--- src/rtl/stream_req_arbiter_pkg.sv ---
`default_nettype none
// ============================================================================
// Module      : stream_req_arbiter_pkg
// Description : Shared constants, request struct and FSM state encoding for
//               the filter SRAM stream arbiter.
// Revision    : 1.0
// ============================================================================
package stream_req_arbiter_pkg;

    localparam int max_num_K         = 16;
    localparam int num_of_Conv_Layer = 4;
    localparam int max_num_channel   = 64;

    localparam int K_W         = $clog2(max_num_K);
    localparam int LAYER_W     = $clog2(num_of_Conv_Layer) + 1;
    localparam int LAYER_IDX_W = $clog2(num_of_Conv_Layer);

    typedef struct packed {
        logic [K_W-1:0]     k;
        logic [LAYER_W-1:0] layer;
    } Req_Stream;

    typedef enum logic [1:0] {
        IDLE  = 2'd0,
        ISSUE = 2'd1,
        DRAIN = 2'd2,
        DONE  = 2'd3
    } arb_state_e;

endpackage
`default_nettype wire

--- src/rtl/stream_req_arbiter_if.sv ---
`default_nettype none
// ============================================================================
// Module      : stream_req_if
// Description : PE request, layer config, SRAM read port and word stream
//               bundle shared between the requesters and the arbiter.
// Revision    : 1.0
// ============================================================================
interface stream_req_if #(
    parameter int NUM_PE  = 4,
    parameter int SRAM_AW = 12,
    parameter int DW      = 64
);
    import stream_req_arbiter_pkg::*;

    localparam int PE_W = (NUM_PE > 1) ? $clog2(NUM_PE) : 1;

    logic [NUM_PE-1:0]                           req_filter_valid;
    logic [NUM_PE-1:0][K_W-1:0]                  req_filter_k;
    logic [NUM_PE-1:0][LAYER_W-1:0]              req_layer;
    logic [num_of_Conv_Layer-1:0][SRAM_AW-1:0]   cfg_filter_base;
    logic [num_of_Conv_Layer-1:0][SRAM_AW-1:0]   cfg_words_per_k;
    logic                                        sram_rd_en;
    logic [SRAM_AW-1:0]                          sram_rd_addr;
    logic [DW-1:0]                               sram_rd_data;
    logic                                        stream_valid;
    logic [DW-1:0]                               stream_data;
    logic [PE_W-1:0]                             stream_pe_id;
    logic [NUM_PE-1:0]                           stream_filter_finish;
    logic                                        busy;

    modport slave (
        input  req_filter_valid, req_filter_k, req_layer,
               cfg_filter_base, cfg_words_per_k, sram_rd_data,
        output sram_rd_en, sram_rd_addr, stream_valid, stream_data,
               stream_pe_id, stream_filter_finish, busy
    );

    modport master (
        output req_filter_valid, req_filter_k, req_layer,
               cfg_filter_base, cfg_words_per_k, sram_rd_data,
        input  sram_rd_en, sram_rd_addr, stream_valid, stream_data,
               stream_pe_id, stream_filter_finish, busy
    );

endinterface
`default_nettype wire

--- src/rtl/stream_req_arbiter_rr_arbiter.sv ---
`default_nettype none
// ============================================================================
// Module      : rr_arbiter
// Description : NUM_PE-wide round-robin picker; priority starts one past the
//               last taken grant.
// Revision    : 1.0
// ============================================================================
module rr_arbiter #(
    parameter int NUM_PE = 4,
    parameter int PE_W   = (NUM_PE > 1) ? $clog2(NUM_PE) : 1
) (
    input  logic              clk,
    input  logic              rst,
    input  logic [NUM_PE-1:0] req,
    input  logic              take,
    output logic [NUM_PE-1:0] onehot,
    output logic [PE_W-1:0]   idx,
    output logic              any
);

    logic [PE_W-1:0] ptr;
    int              cand;

    always_comb begin
        onehot = '0;
        idx    = '0;
        any    = 1'b0;
        cand   = 0;
        for (int i = 0; i < NUM_PE; i++) begin
            cand = (int'(ptr) + i) % NUM_PE;
            if (!any && req[cand[PE_W-1:0]]) begin
                any                  = 1'b1;
                idx                  = cand[PE_W-1:0];
                onehot[cand[PE_W-1:0]] = 1'b1;
            end
        end
    end

    always_ff @(posedge clk or posedge rst) begin
        if (rst) begin
            ptr <= '0;
        end else if (take) begin
            ptr <= (idx == PE_W'(NUM_PE - 1)) ? '0 : idx + PE_W'(1);
        end
    end

endmodule
`default_nettype wire

--- src/rtl/stream_req_arbiter.sv ---
`default_nettype none
// ============================================================================
// Module      : stream_req_arbiter
// Description : Grants one PE at a time the filter SRAM and streams its
//               k-group words, tagged with the PE id, then pulses finish.
// Revision    : 1.0
// ============================================================================
module stream_req_arbiter
    import stream_req_arbiter_pkg::*;
#(
    parameter int NUM_PE  = 4,
    parameter int SRAM_AW = 12,
    parameter int DW      = 64
) (
    input  logic         clk,
    input  logic         rst,
    stream_req_if.slave  bus
);

    localparam int PE_W        = (NUM_PE > 1) ? $clog2(NUM_PE) : 1;
    localparam int ADDR_FULL_W = SRAM_AW + K_W + 1;

    arb_state_e          state, state_nxt;
    logic [SRAM_AW-1:0]  cnt, cnt_nxt;
    logic [PE_W-1:0]     grant;
    logic [NUM_PE-1:0]   grant_oh;
    Req_Stream           req_lat;
    logic                stream_valid_q;
    logic [PE_W-1:0]     stream_pe_q;

    logic [NUM_PE-1:0]   arb_onehot;
    logic [PE_W-1:0]     arb_idx;
    logic                arb_any;
    logic                arb_take;
    logic [SRAM_AW-1:0]  new_words;
    logic [SRAM_AW-1:0]  cur_words;
    logic [ADDR_FULL_W-1:0] addr_full;

    // Layer codes beyond the configured table fall back to layer 0.
    function automatic logic [LAYER_IDX_W-1:0] layer_idx(input logic [LAYER_W-1:0] l);
        return (int'(l) < num_of_Conv_Layer) ? l[LAYER_IDX_W-1:0] : '0;
    endfunction

    rr_arbiter #(.NUM_PE(NUM_PE), .PE_W(PE_W)) u_rr (
        .clk    (clk),
        .rst    (rst),
        .req    (bus.req_filter_valid),
        .take   (arb_take),
        .onehot (arb_onehot),
        .idx    (arb_idx),
        .any    (arb_any)
    );

    assign arb_take  = (state == IDLE) && arb_any;
    assign new_words = bus.cfg_words_per_k[layer_idx(bus.req_layer[arb_idx])];
    assign cur_words = bus.cfg_words_per_k[layer_idx(req_lat.layer)];
    assign addr_full = ADDR_FULL_W'(bus.cfg_filter_base[layer_idx(req_lat.layer)])
                     + ADDR_FULL_W'(req_lat.k) * ADDR_FULL_W'(cur_words)
                     + ADDR_FULL_W'(cnt);

    always_comb begin
        state_nxt = state;
        cnt_nxt   = cnt;
        case (state)
            IDLE: begin
                cnt_nxt = '0;
                if (arb_any) state_nxt = (new_words == '0) ? DONE : ISSUE;
            end
            ISSUE: begin
                if (cnt == cur_words - SRAM_AW'(1)) begin
                    state_nxt = DRAIN;
                    cnt_nxt   = '0;
                end else begin
                    cnt_nxt = cnt + SRAM_AW'(1);
                end
            end
            DRAIN:   state_nxt = DONE;
            DONE:    state_nxt = IDLE;
            default: state_nxt = IDLE;
        endcase
    end

    always_ff @(posedge clk or posedge rst) begin
        if (rst) begin
            state          <= IDLE;
            cnt            <= '0;
            grant          <= '0;
            grant_oh       <= '0;
            req_lat        <= '0;
            stream_valid_q <= 1'b0;
            stream_pe_q    <= '0;
        end else begin
            state          <= state_nxt;
            cnt            <= cnt_nxt;
            stream_valid_q <= (state == ISSUE);
            if (arb_take) begin
                grant    <= arb_idx;
                grant_oh <= arb_onehot;
                req_lat  <= '{k: bus.req_filter_k[arb_idx], layer: bus.req_layer[arb_idx]};
            end
            if (state == ISSUE) stream_pe_q <= grant;
        end
    end

    assign bus.sram_rd_en   = (state == ISSUE);
    assign bus.sram_rd_addr = (state == ISSUE) ? addr_full[SRAM_AW-1:0] : '0;
    // SRAM data already lags its read by one cycle, so it is forwarded under the registered valid.
    assign bus.stream_valid         = stream_valid_q;
    assign bus.stream_data          = stream_valid_q ? bus.sram_rd_data : {DW{1'b0}};
    assign bus.stream_pe_id         = stream_pe_q;
    assign bus.stream_filter_finish = (state == DONE) ? grant_oh : '0;
    assign bus.busy                 = (state != IDLE);

endmodule
`default_nettype wire

--- src/flat_wrapper.sv ---
// flat-port wrapper written by rule: the top's interface ports become plain ports
module stream_req_arbiter_flat import stream_req_arbiter_pkg::*;
#(
    parameter int NUM_PE  = 4,
    parameter int SRAM_AW = 12,
    parameter int DW      = 64
)
  (clk, rst, bus_req_filter_valid, bus_req_filter_k, bus_req_layer, bus_cfg_filter_base, bus_cfg_words_per_k, bus_sram_rd_data, bus_sram_rd_en, bus_sram_rd_addr, bus_stream_valid, bus_stream_data, bus_stream_pe_id, bus_stream_filter_finish, bus_busy);
  stream_req_if #(.NUM_PE(NUM_PE), .SRAM_AW(SRAM_AW), .DW(DW)) bus_i ();
  input  logic clk;
  input  logic rst;
  input wire logic [$bits(bus_i.req_filter_valid)-1:0] bus_req_filter_valid;
  input wire logic [$bits(bus_i.req_filter_k)-1:0] bus_req_filter_k;
  input wire logic [$bits(bus_i.req_layer)-1:0] bus_req_layer;
  input wire logic [$bits(bus_i.cfg_filter_base)-1:0] bus_cfg_filter_base;
  input wire logic [$bits(bus_i.cfg_words_per_k)-1:0] bus_cfg_words_per_k;
  input wire logic [$bits(bus_i.sram_rd_data)-1:0] bus_sram_rd_data;
  output wire logic [$bits(bus_i.sram_rd_en)-1:0] bus_sram_rd_en;
  output wire logic [$bits(bus_i.sram_rd_addr)-1:0] bus_sram_rd_addr;
  output wire logic [$bits(bus_i.stream_valid)-1:0] bus_stream_valid;
  output wire logic [$bits(bus_i.stream_data)-1:0] bus_stream_data;
  output wire logic [$bits(bus_i.stream_pe_id)-1:0] bus_stream_pe_id;
  output wire logic [$bits(bus_i.stream_filter_finish)-1:0] bus_stream_filter_finish;
  output wire logic [$bits(bus_i.busy)-1:0] bus_busy;
  assign bus_i.req_filter_valid = bus_req_filter_valid;
  assign bus_i.req_filter_k = bus_req_filter_k;
  assign bus_i.req_layer = bus_req_layer;
  assign bus_i.cfg_filter_base = bus_cfg_filter_base;
  assign bus_i.cfg_words_per_k = bus_cfg_words_per_k;
  assign bus_i.sram_rd_data = bus_sram_rd_data;
  assign bus_sram_rd_en = bus_i.sram_rd_en;
  assign bus_sram_rd_addr = bus_i.sram_rd_addr;
  assign bus_stream_valid = bus_i.stream_valid;
  assign bus_stream_data = bus_i.stream_data;
  assign bus_stream_pe_id = bus_i.stream_pe_id;
  assign bus_stream_filter_finish = bus_i.stream_filter_finish;
  assign bus_busy = bus_i.busy;
  stream_req_arbiter #(.NUM_PE(NUM_PE), .SRAM_AW(SRAM_AW), .DW(DW)) u_core (.clk(clk), .rst(rst), .bus(bus_i));
endmodule
--- config.mk ---
export PLATFORM = sky130hd
export DESIGN_NAME = stream_req_arbiter_flat
export DESIGN_NICKNAME = d
export VERILOG_FILES = /design/src/rtl/stream_req_arbiter_pkg.sv /design/src/rtl/stream_req_arbiter_if.sv /design/src/rtl/stream_req_arbiter_rr_arbiter.sv /design/src/rtl/stream_req_arbiter.sv /design/src/flat_wrapper.sv
export SDC_FILE = /design/constraint.sdc
export NUM_CORES = 1
export LEC_CHECK = 0
export ABC_CLOCK_PERIOD_IN_PS = 13100
export CAP_MARGIN = 20
export CORE_MARGIN = 2
export CORE_UTILIZATION = 23
export CTS_CLUSTER_DIAMETER = 200
export DETAILED_ROUTE_END_ITERATION = 8
export SLEW_MARGIN = 10
export SYNTH_ARGS = -nofsm -noshare
export SYNTH_HDL_FRONTEND = slang
export SYNTH_SLANG_ARGS = --single-unit
--- constraint.sdc ---
create_clock -name clk -period 13.1 [get_ports clk]
set_input_delay 2.62 -clock clk [delete_from_list [all_inputs] [get_ports clk]]
set_output_delay 2.62 -clock clk [all_outputs]
set_load 0.005 [all_outputs]
## After elaboration in Yosys (flattened, before gate mapping)

Cells that the tools add are included.

- Output and inout bits: 85
- Logic and storage cells: 107
- Flip-flop bits (word level): 32

- Magnitude comparators: 13
- Add/sub/neg operators: 8
- Multipliers: 1
- Reduce and logical (&&, ||, !) cells: 16
- Bitwise gates (word level): 3
- Equal/unequal tests: 7
- Mux-type cells: 50

Operators with widths:

| operator | count |
|---|---|
| binary-select mux 12 bit (select 2 bit) | 3 |
| two-way mux 64 bit | 1 |
| two-way mux 12 bit | 5 |
| adder 12 bit | 2 |
| two-way mux 4 bit | 6 |
| case mux 12 bit (2 select lines) | 1 |
| < comparator 2 x 3 -> 1 bit (second input constant) | 7 |
| two-way mux 2 bit | 10 |
| adder 12 x 1 -> 12 bit (second input constant) | 1 |
| equality test 12 bit | 1 |
| logical NOT 12 bit | 1 |
| multiplier 4 x 12 -> 12 bit | 1 |
| two-way mux 1 bit | 12 |
| OR 4 bit | 3 |
| subtractor 12 x 1 -> 12 bit (second input constant) | 1 |
| binary-select mux 1 bit (select 2 bit) | 4 |
| binary-select mux 4 bit (select 2 bit) | 1 |
| demux 1 bit (select 2 bit) | 4 |
| greater-or-equal comparator 2 x 1 -> 1 bit (second input constant) | 4 |
| logical AND 1 bit | 8 |
| case mux 2 bit (4 select lines) | 1 |
| binary-select mux 3 bit (select 2 bit) | 1 |
| equality test 2 bit (second input constant) | 3 |
| < comparator 3 bit (second input constant) | 2 |
| 9 further kinds | 15 |

## Logic depth before layout (Yosys ltp)

Gate-level depths: netlist of run 1.

- Depth in word-level cells: 22
- Gate-level depth with buffers: 26

## Cells and area by module

From an unflattened synthesis of run 1, not the netlist that was laid out.

- Cell total of the unflattened synthesis: 706
- Area total of the unflattened synthesis: 5886.9 sq um

Modules (own cells, without submodules):

| module | times used | seq. area each (sq um) | cells each | area an instance (sq um) |
|---|---|---|---|---|
| stream_req_arbiter | 1 | 750.7 | 624 | 5268.8 |
| rr_arbiter | 1 | 50.0 | 82 | 618.1 |

## Worst setup path after synthesis of run 1

OpenSTA, ideal clock, no wires.

- Path type: input to output
- Start: input port bus_cfg_words_per_k[36]
- End: output port bus_sram_rd_addr[11]
- Cell stages on the path: 18
- Slack: 3985 ps
- Arrival time: 6495 ps
- Required time: 10480 ps
- Path through: mux2_2 nor2_1 a31oi_1 nand2_1 fa_1 fa_1 fa_1 inv_1 ha_1 a21o_1 a21oi_1 o21ai_0 a21oi_1 o21bai_1 a21oi_1 o21ai_0 xnor2_1 and2_1

- Word-level cells in the longest chain between the ends: 6

Ends and longest elaborated chain:

| element | line | source |
|---|---|---|
| start, declared | flat_wrapper.sv:16 | `input wire logic [$bits(bus_i.cfg_words_per_k)-1:0] bus_cfg_words_per_k;` |
| binary-select mux 12 bit (select 2 bit) | stream_req_arbiter.sv:56 | `assign cur_words = bus.cfg_words_per_k[layer_idx(req_lat.layer)];` |
| two-way mux 12 bit (implied by the code) | stream_req_arbiter.sv:56 |  |
| multiplier 4 x 12 -> 12 bit | stream_req_arbiter.sv:58 | `+ ADDR_FULL_W'(req_lat.k) * ADDR_FULL_W'(cur_words)` |
| adder 12 bit | stream_req_arbiter.sv:58 |  |
| adder 12 bit | stream_req_arbiter.sv:59 | `+ ADDR_FULL_W'(cnt);` |
| two-way mux 12 bit | stream_req_arbiter.sv:106 | `assign bus.sram_rd_addr = (state == ISSUE) ? addr_full[SRAM_AW-1:0] : '0;` |
| end, declared | flat_wrapper.sv:19 | `output wire logic [$bits(bus_i.sram_rd_addr)-1:0] bus_sram_rd_addr;` |

No other way between the ends. The select of a mux whose other input is x is not followed.

## Final worst setup path of run 1

- Start: input port bus_cfg_words_per_k[24]
- End: output port bus_sram_rd_addr[11]

The elaborated chain is that of the path after synthesis.

==> results of run 1 <==
[cells in the mapped netlist (6+ instances only)]
master	n
and2_1	100
nand2_1	79
inv_1	74
fa_1	37
nor2_1	36
dfrtp_1	32
o21ai_0	31
mux2i_1	26
clkbuf_1	25
ha_1	24
mux2_2	24
nand3_1	23
a21oi_1	22
xnor2_1	22
nor2b_1	17
a211oi_1	15
nor4_1	13
a31oi_1	10
nor3_1	10
and3_1	9
buf_2	6
buf_6	6
o211ai_1	6
[cell usage in the layout, fill, tap and decap left out, drive strengths merged, types with 5 or more instances in the layout]
cell           instances
o21ai                 32
a31oi                 10
nor3b                  5
nor2                  37
nand2                 79
nor3                  10
fa                    37
a21oi                 23
and2                 101
inv                   74
mux2                  26
xnor2                 22
nor4                  14
and3b                  5
ha                    24
nor2b                 18
nand3                 23
o211ai                 6
mux2i                 27
nand2b                 5
a211oi                16
and3                   9
buf                    6
dfrtp                 32
clkdlybuf4s50        278
clkbuf                 5
[power breakdown]
part	internal, µW	switching, µW
sequential	134	59.0
clock	89.3	46.5
combinational	1190	1240
total	1410	1340
[through the flow]
step           util, %  cell area, µm²  instances  total power (µW)  hold WS, ps
6_report          36.0            9020       1320              2750          482
5_1_grt           36.0            9020       1320              3120          517
4_1_cts           36.0            9010       1319              2790          487
3_5_place_dp      35.3            8840       1311              2640          475
3_3_place_gp      35.3            8840       1311              2620          458
2_1_floorplan        -            5830        742              1900          442
[state kept, by name, summed over array words and instances (netlist names)]
name / cells
u_core.bus.stream_pe_id: 2
u_core.bus.stream_valid: 1
u_core.cnt: 12
u_core.grant: 2
u_core.grant_oh: 4
u_core.req_lat: 7
u_core.state: 2
u_core.u_rr.ptr: 2
[worst max-delay path by stage]
| stage | from | to | slack [ps] |
|---|---|---|---|
| floorplan | bus_cfg_words_per_k[36] | bus_sram_rd_addr[11] | 3990 |
| global placement | bus_cfg_words_per_k[24] | bus_sram_rd_addr[11] | 2590 |
| detailed placement | bus_cfg_words_per_k[24] | bus_sram_rd_addr[11] | 2520 |
| CTS | bus_cfg_words_per_k[24] | bus_sram_rd_addr[11] | 2510 |
| global route | bus_cfg_words_per_k[24] | bus_sram_rd_addr[11] | 2020 |
| finish | bus_cfg_words_per_k[24] | bus_sram_rd_addr[11] | 2520 |
[layer usage]
| layer | part of all wire (%) | wire, µm | up-vias |
|---|---|---|---|
| met5 | 0 | 0 | - |
| met4 | 0.90 | 177 | 0 |
| met3 | 5.1 | 1000 | 13 |
| met2 | 48 | 9510 | 166 |
| met1 | 46 | 9060 | 2769 |
| li1 | - | - | 3015 |
[cell type report]
class                           count  area [µm²]
Fill cell                        2634       16000
Multi-Input combinational cell    592        4530
Timing Repair Buffer              284        2840
Sequential cell                    32         801
Tap cell                          330         413
Inverter                           74         278
Clock buffer                        5         125
Clock inverter                      3        42.5
[worst max-delay path, stage by stage]
cell and delay (ps):
clkdlybuf4s50_1 480, mux2_2 200, nor2_1 50, a31oi_1 480, nand2_1 170, fa_1 530
fa_1 510, fa_1 600, inv_1 60, ha_1 290, a21o_1 160, a21oi_1 220
o21ai_0 120, a21oi_1 230, o21bai_1 100, a21oi_1 210, o21ai_0 140, xnor2_1 140
and2_1 140, clkdlybuf4s50_1 510
[cells by family after synthesis]
group,count (synthesis)
adder cells (fa/ha/maj),61
AO/OA/AOI/OAI,127
flip-flops,32
buffers and inverters,118
XOR/XNOR,26
AND/OR/NAND/NOR,321
multiplexers,57
==> results.ini, run 1 <==
[run_status]
status = completed

[clock_network]
clk-insertion-delay-late_ps = 280
cts_tree = yes
cts_resized = 0
clock_sinks = 32
clockRootBuffer = clkbuf_16
clockBufferDepth = 2
htree_num_levels = 2
clkTransAtPathRegs_ps = 50
cts_hold_buf = 0
cts_setup_buffers = 0
cts_buffers = 5

[final_layout]
drive_gt1_share_pct = 5.76
syn_to_final_growth_pct = 54.9
num_antenna_cells = 0
nets = 1244

[global_route]
grt.met2_usage_pct = 25.2
grt_usage_pct = 14.5
use_met1_pct = 19.3
overflow = 0
grt_pass1_wl_um = 31100
grt_max_degree = 66
met3_usage_pct = 1.98
busiest_layer = met2
antenna_found_initial = 0
grt_pass1_vias = 5864

[power]
p_leak_uw = 0.00369
ir_worst_vdd_v = 0.000315
cellPowerDensity_nw_per_um2 = 305

[yosys]
synth_compound_area_share_pct = 14.5
synth-simple-area-share_pct = 29.8
synth_area_leaders = dfrtp_1 (14%), fa_1 (13%), and2_1 (11%), ha_1 (5.2%), nand2_1 (5.1%)
synth_xor_area_share_pct = 3.91
synthArstFlopShare_pct = 100
avgSynthCellArea_um2 = 7.85
yosys.cell_types.count = 68
synth_top_family_by_area = simple AND/OR/NAND/NOR gates
synth.area.mux_share_pct = 11.5
synth_edf_count = 0
synth_flop_cell = dfrtp_1
syn_area_um2 = 5830
synth_warnings = 0
yosysSeqAreaShare_pct = 13.7
synth_top_area_cell = dfrtp_1
yosysTopAreaCellShare_pct = 13.7
syn_nets = 997
ys_seq_elements = 32
synth-adder-area-share_pct = 17.9
syn-instance-count = 742

[setup_path]
r2r_setup_slack_ps = 8630
start_kind = primary input
crit_required_ps = 10480
timing.rr.start = u_core.u_rr.ptr[0]
path_class = in -> out
critPathArrivalTime_ps = 7960
worst-r2r-cell-count = 11
critical_path.max_fanout = 6
reg2reg_to = u_core.state[1]
crit_path_end_kind = output pin

[timing]
grt_setup_unrepaired = false
tightestPinTransition_ps = 999
max-slew-margin-rel_pct = 33.3
layout_setup_ws_ps = 2520
setup_viol = 0
finClkSkew_ps = 3.98
clock.fmax_mhz = 94.5
period_needed_ps = 10580
setup_tns_ps = 0
finalHoldViolCount = 0
fin_crit_sh_pct = 80.8
finalMaxSlewViolations = 0

[routing]
drt_pre_antenna_iters = 4
drtAntennaViolNets = 0
vias = 5963
viasPerCell = 4.52
drt_iter0_drc = 276
route.detailed.drc = 0
wl_per_cell_um = 15.0
routed_wl_um = 19800

[placement]
dp_hpwl_um = 16400
io_buffers = 278
gp_congestion = 0.839
dpl_worst_slack_ps = 2520

[run]
maxCapViolations = 0

[worst_hold_path]
min_path_cells = 2
hold_path_class = reg -> reg
hold_path_end = u_core.grant_oh[0]
min_from = u_core.grant_oh[0]

[floorplan]
dieArea_um2 = 26600
die_w_um = 163
dieHeight_um = 163
fp-row-count = 58
core_um2 = 25000
pin_count = 279
start_util_pct = 23.3

Note: power is estimated with default switching activity, not from simulation.
==> run 2: changes to the inputs <==
- ABC_CLOCK_PERIOD_IN_PS: 13100 -> 10600
- clock period: 13.1 -> 10.6 ns (I/O delays scaled with it)
==> run 2 against run 1 <==
Cell area shrank 0.17%. First-iteration DRC count grew 4.0%. Worst hold slack lost 3.2 ps. Clock skew shrank 0.97 ps. Die area is the same. Core utilization shrank 0.060 points. Global-route usage grew 0.24 points. Sequential power grew 31%. Largest power group unchanged. Total power grew 24%. Sequential cell count is the same. Critical path type unchanged. Worst setup slack lost 1500 ps. Critical endpoint unchanged. Clock power grew 23%.
==> results.ini, run 2 (synthesized netlist as in run 1, its figures left out) <==
[timing]
whs_ps = 479  ; -3.18 ps
finalHoldViolCount = 0  ; unchanged
finClkSkew_ps = 3.00  ; -0.973 ps
fin_crit_sh_pct = 90.2
finalMaxSlewViolations = 0  ; unchanged
tightestPinTransition_ps = 1020  ; +19.1 ps
setup_tns_ps = 0  ; unchanged
period_needed_ps = 9560
grt_setup_unrepaired = false
max-slew-margin-rel_pct = 32.0  ; -1.3 points
clock.fmax_mhz = 105
setup_viol = 0  ; unchanged

[routing]
wl_per_cell_um = 15.2  ; +1.5%
drt_pre_antenna_iters = 5  ; +1
drt_iter0_drc = 287  ; +4.0%
vias = 6063  ; +1.7%
drtAntennaViolNets = 0  ; unchanged
routed_wl_um = 20000  ; +1.4%
viasPerCell = 4.60  ; +1.8%
route.detailed.drc = 0  ; unchanged

[global_route]
grt_pass1_vias = 6062  ; +3.4%
grt_max_degree = 66  ; unchanged
grt_pass1_wl_um = 31500  ; +1.3%
grt_usage_pct = 14.7  ; +0.24 points
antenna_found_initial = 0  ; unchanged
overflow = 0  ; unchanged

[setup_path]
critical_path.max_fanout = 6  ; unchanged
crit_required_ps = 8480  ; -2000 ps
critPathArrivalTime_ps = 7440  ; -520 ps
path_cells = clkdlybuf4s50_1 -> mux2_2 -> nor2_1 -> a31oi_1 -> nand2_1 -> fa_1 -> fa_1 -> fa_1 -> inv_1 -> ha_1 -> a21o_1 -> a21oi_1 -> o21ai_0 -> a21oi_1 -> o21bai_1 -> a21oi_1 -> o21ai_0 -> xnor2_1 -> and2_1 -> clkdlybuf4s50_1
path_class = in -> out
crit_path_end_kind = output pin
cpMaxStageDelayCell = fa_1
slowest_delay_ps = 600  ; about the same
start_kind = primary input

[final_layout]
nets = 1243  ; -0.080%
num_antenna_cells = 0  ; unchanged
largest_reg_flops = 12  ; unchanged
final_cell_mix = clkdlybuf4s50_1 (278), and2_1 (100), nand2_1 (79)
regMostFlops = u_core.cnt
reg_top3 = u_core.cnt x12, u_core.req_lat x7, u_core.grant_oh x4
syn_to_final_growth_pct = 54.6
fin_area_um2 = 9010  ; -0.17%
layout_commonest_cell = clkdlybuf4s50_1
drive_gt1_share_pct = 5.66  ; -0.095 points

[floorplan]
dieArea_um2 = 26600  ; unchanged
die_w_um = 163  ; unchanged
fp-row-count = 58  ; unchanged
start_util_pct = 23.3  ; unchanged
dieHeight_um = 163  ; unchanged
core_um2 = 25000  ; unchanged
pin_count = 279  ; unchanged

[clock_network]
clockRootBuffer = clkbuf_16
cts_resized = 0  ; unchanged
cts_setup_buffers = 0  ; unchanged
clockBufferDepth = 2  ; unchanged
cts_hold_buf = 0  ; unchanged
clk-insertion-delay-late_ps = 280  ; about the same
clock_sinks = 32  ; unchanged
clkTransAtPathRegs_ps = 50  ; about the same
htree_num_levels = 2  ; unchanged
cts_buffers = 5  ; unchanged
cts_tree = yes

[placement]
dp_hpwl_um = 16700  ; +1.7%
dpl_cell_area_um2 = 8840  ; unchanged
io_buffers = 278  ; unchanged
gp_congestion = 0.833  ; -0.75%

[worst_hold_path]
hold_path_class = reg -> reg

[run_status]
status = completed

[power]
p_leak_uw = 0.00368  ; -0.20%
finalPower_uw = 3410  ; +24%
ir_worst_vdd_v = 0.000416  ; +32%
cellPowerDensity_nw_per_um2 = 378  ; +24%

[run]
maxCapViolations = 0  ; unchanged

==> run 2: report_power, final <==
| group | switching (µW) | leakage (µW) | total [µW] | internal, µW |
|---|---|---|---|---|
| logic | 1520 | 0.00319 | 2990 | 1470 |
| clock network | 57.0 | 0.0000798 | 167 | 110 |
| registers | 87.5 | 0.000412 | 253 | 166 |
==> run 2: layout make-up <==
cell class              count  area (µm²)
multi-input cells         592        4530
inverters                  74         278
clock buffers               5         125
repair buffers            283        2820
fillers                  2585       16000
clock inverters             3        42.5
well taps                 330         413
flip-flops and latches     32         801
==> run 2: path summary, 6_finish.rpt <==
| kind | start | to | slack, ps | depth (start not counted) |
|---|---|---|---|---|
| min | u_core.grant_oh[1] | u_core.grant_oh[1] | 480 | 2 |
| min reg2reg | u_core.grant_oh[1] | u_core.grant_oh[1] | 480 | 2 |
| max in group asynchronous | rst | u_core.cnt[3] | 8030 | 3 |
| min in group asynchronous | rst | u_core.bus.stream_pe_id[0] | 2250 | 3 |
| max | bus_cfg_words_per_k[24] | bus_sram_rd_addr[11] | 1040 | 20 |
| max reg2reg | u_core.req_lat[0] | u_core.state[1] | 5700 | 11 |
==> run 2: metrics by stage <==
step	std cells	utilization, %	setup WS, ps
2_1_floorplan	742	-	2490
3_3_place_gp	1311	35.3	1090
3_5_place_dp	1311	35.3	991
4_1_cts	1319	36.0	985
5_1_grt	1319	36.0	630
6_report	1319	36.0	1040
==> run 2: layer usage <==
| metal | vias up | share of wire, % | track usage (%) |
|---|---|---|---|
| met3 | 10 | 6.4 | 2.36 |
| met4 | 0 | 0.93 | 2.57 |
| met5 | - | 0 | 0 |
| met1 | 2833 | 45 | 19.3 |
| li1 | 3019 | - | - |
| met2 | 201 | 48 | 25.6 |
==> run 2: critical path: cells and delay by family <==
family / cells / cell delay (ps)
multiplexers: 1 / 200
XOR/XNOR: 1 / 150
AO/OA/AOI/OAI: 8 / 1610
adder cells (fa/ha/maj): 4 / 1920
AND/OR/NAND/NOR: 3 / 370
buffers and inverters: 3 / 1040
==> run 3: changes to the inputs <==
- SYNTH_HIERARCHICAL: unset -> 1
==> run 3 against run 2 <==
Sequential share of layout area fell by 0.060 points. Global-route usage fell by 0.51 points. Cell count fell by 2.4%. First-iteration DRC count rose by 17%. Highest routed layer unchanged. Worst setup slack improved by 40 ps. Clock-buffer cell count rose by 2. Critical path depth fell by 1. Via count fell by 3.2%. Non-clock buffer count did not move.
==> results.ini, run 3 <==
[yosys]
synth_top_area_cell = dfrtp_1
yosysSeqAreaShare_pct = 13.6  ; -0.14 points
synth_warnings = 6  ; +6
yosysTopAreaCellShare_pct = 13.6  ; -0.14 points
synthArstFlopShare_pct = 100  ; unchanged
avgSynthCellArea_um2 = 8.34  ; +6.2%
synth_flop_cell = dfrtp_1
ys_seq_elements = 32  ; unchanged
synth_area_leaders = dfrtp_1 (14%), fa_1 (13%), and2_1 (8.1%), ha_1 (5.3%), mux2_2 (4.8%)
synth_edf_count = 0  ; unchanged
synth_commonest_cells = and2_1 (76), inv_1 (72), nand2_1 (70)
syn-instance-count = 706  ; -4.9%
yosys.cell_types.count = 81  ; +19%
syn_nets = 962  ; -3.5%
synth.most_common_cell = and2_1
syn_area_um2 = 5890  ; +1.1%

[placement]
io_buffers = 278  ; unchanged
dp_hpwl_um = 16500  ; -1.3%
place_inst = 1279  ; -2.4%
dpl_cell_area_um2 = 8890  ; +0.52%
gp_congestion = 0.873  ; +4.9%

[final_layout]
reg_top3 = u_core/cnt x12, u_core/req_lat x7, u_core/grant_oh x4
syn_to_final_growth_pct = 54.0
nFillCells = 2615  ; +1.2%
final_cell_mix = clkdlybuf4s50_1 (278), and2_1 (76), inv_1 (72)
num_antenna_cells = 0  ; unchanged
layout_commonest_cell = clkdlybuf4s50_1
drive_gt1_share_pct = 7.42  ; +1.8 points
regMostFlops = u_core/cnt
fin_cells = 1287  ; -2.4%
largest_reg_flops = 12  ; unchanged
final_util_pct = 36.0  ; +0.036 points
nets = 1212  ; -2.5%
fin_area_um2 = 9070  ; +0.68%

[routing]
wl_per_cell_um = 15.4  ; +1.3%
vias = 5872  ; -3.2%
viasPerCell = 4.56  ; -0.74%
drt_iter0_drc = 335  ; +17%
drt_pre_antenna_iters = 5  ; unchanged
drtAntennaViolNets = 0  ; unchanged
routed_wl_um = 19800  ; -1.2%
route.detailed.drc = 0  ; unchanged

[floorplan]
dieArea_um2 = 26900  ; +1.0%
start_util_pct = 23.4  ; +0.11 points
fp-row-count = 58  ; unchanged
die_w_um = 164  ; +0.51%
core_um2 = 25200  ; +0.58%
dieHeight_um = 164  ; +0.51%
pin_count = 279  ; unchanged

[clock_network]
cts_setup_buffers = 0  ; unchanged
clock_sinks = 32  ; unchanged
cts_resized = 0  ; unchanged
htree_num_levels = 2  ; unchanged
clkTransAtPathRegs_ps = 50  ; about the same
cts_buffers = 5  ; unchanged
cts_hold_buf = 0  ; unchanged
clockRootBuffer = clkbuf_16
cts_tree = yes
clockBufferDepth = 2  ; unchanged
clk-insertion-delay-late_ps = 270  ; about the same

[global_route]
grt_pass1_wl_um = 30600  ; -2.7%
grt_pass1_vias = 5805  ; -4.2%
grt_usage_pct = 14.2  ; -0.51 points
antenna_found_initial = 0  ; unchanged
overflow = 0  ; unchanged
grt_max_degree = 66  ; unchanged

[run_status]
status = completed

[setup_path]
path_class = in -> out
crit_path_end_kind = output pin
start_kind = primary input
critical_path.max_fanout = 9  ; +3
crit_required_ps = 8480  ; about the same
critPathArrivalTime_ps = 7400  ; -40 ps

[timing]
clock.fmax_mhz = 105  ; +0.42%
period_needed_ps = 9520  ; -39.9 ps
tightestPinTransition_ps = 813  ; -205 ps
finalMaxSlewViolations = 0  ; unchanged
setup_viol = 0  ; unchanged
fin_crit_sh_pct = 89.8  ; -0.38 points
setup_tns_ps = 0  ; unchanged
finClkSkew_ps = 6.65  ; +3.64 ps
max-slew-margin-rel_pct = 45.8  ; +14 points
grt_setup_unrepaired = false
finalHoldViolCount = 0  ; unchanged

[run]
maxCapViolations = 0  ; unchanged

[worst_hold_path]
hold_path_class = reg -> reg

run 3: through the flow:
stage          setup WS (ps)  hold WS, ps
2_1_floorplan           2350          470
5_1_grt                  781          529
3_3_place_gp            1130          481
6_report                1080          495
3_5_place_dp            1050          486
4_1_cts                 1060          497
run 3: layout make-up:
type / instances / area (µm²) / area share (%)
Multi-Input combinational cell: 562 / 4580 / 50.5
Clock buffer: 7 / 153 / 1.68
Inverter: 72 / 270 / 2.98
Timing Repair Buffer: 283 / 2820 / 31.1
Clock inverter: 1 / 30.0 / 0.331
Sequential cell: 32 / 801 / 8.83
Tap cell: 330 / 413 / 4.55
run 3: worst paths after layout:
path	startpoint	end	slack, ps	depth (start not counted)
max reg2reg	u_core/u_rr/ptr[0]	u_core/state[1]	6120	13
max	bus_cfg_words_per_k[27]	bus_sram_rd_addr[11]	1080	19
max in group asynchronous	rst	u_core/cnt[7]	7910	3
min	u_core/grant_oh[0]	u_core/grant_oh[0]	500	1
min in group asynchronous	rst	u_core/u_rr/ptr[1]	2080	2
min reg2reg	u_core/grant_oh[0]	u_core/grant_oh[0]	500	1
run 3: per-layer routing:
| metal | share of wire, % | up-vias | wire, µm | GRT usage, % |
|---|---|---|---|---|
| li1 | - | 2900 | - | - |
| met1 | 44 | 2757 | 8730 | 19.1 |
| met2 | 48 | 190 | 9580 | 24.5 |
| met3 | 6.2 | 25 | 1220 | 2.22 |
| met4 | 1.3 | 0 | 262 | 2.15 |
| met5 | 0 | - | 0 | 0 |
run 3: cells by family (layout without fill, tap and decap cells):
logic type | after synthesis | in the layout | share of synthesized area [%]
adder cells (fa/ha/maj) | 62 | 62 | 17.9
AND/OR/NAND/NOR | 305 | 305 | 29.1
AO/OA/AOI/OAI | 110 | 110 | 14.5
multiplexers | 46 | 46 | 10.6
flip-flops | 32 | 32 | 13.6
XOR/XNOR | 39 | 39 | 5.80
buffers and inverters | 112 | 363 | 8.57
run 3: worst max-delay path, cell delays in order:
cell and delay, ps:
clkdlybuf4s50_1 420, mux2_4 300, a221oi_4 530, nand2b_1 210, fa_1 440, fa_1 470, fa_1 610, inv_1 60
ha_1 290, a21o_1 150, a21oi_1 210, o21ai_0 110, a21oi_1 220, o21ai_0 180, a21o_1 200, a21oi_1 160
xnor2_1 90, nor2_1 100, clkdlybuf4s50_1 520
Power of run 3 is not shown: default switching activity piles up to over one toggle a cycle in this logic, so the estimate is an artifact.
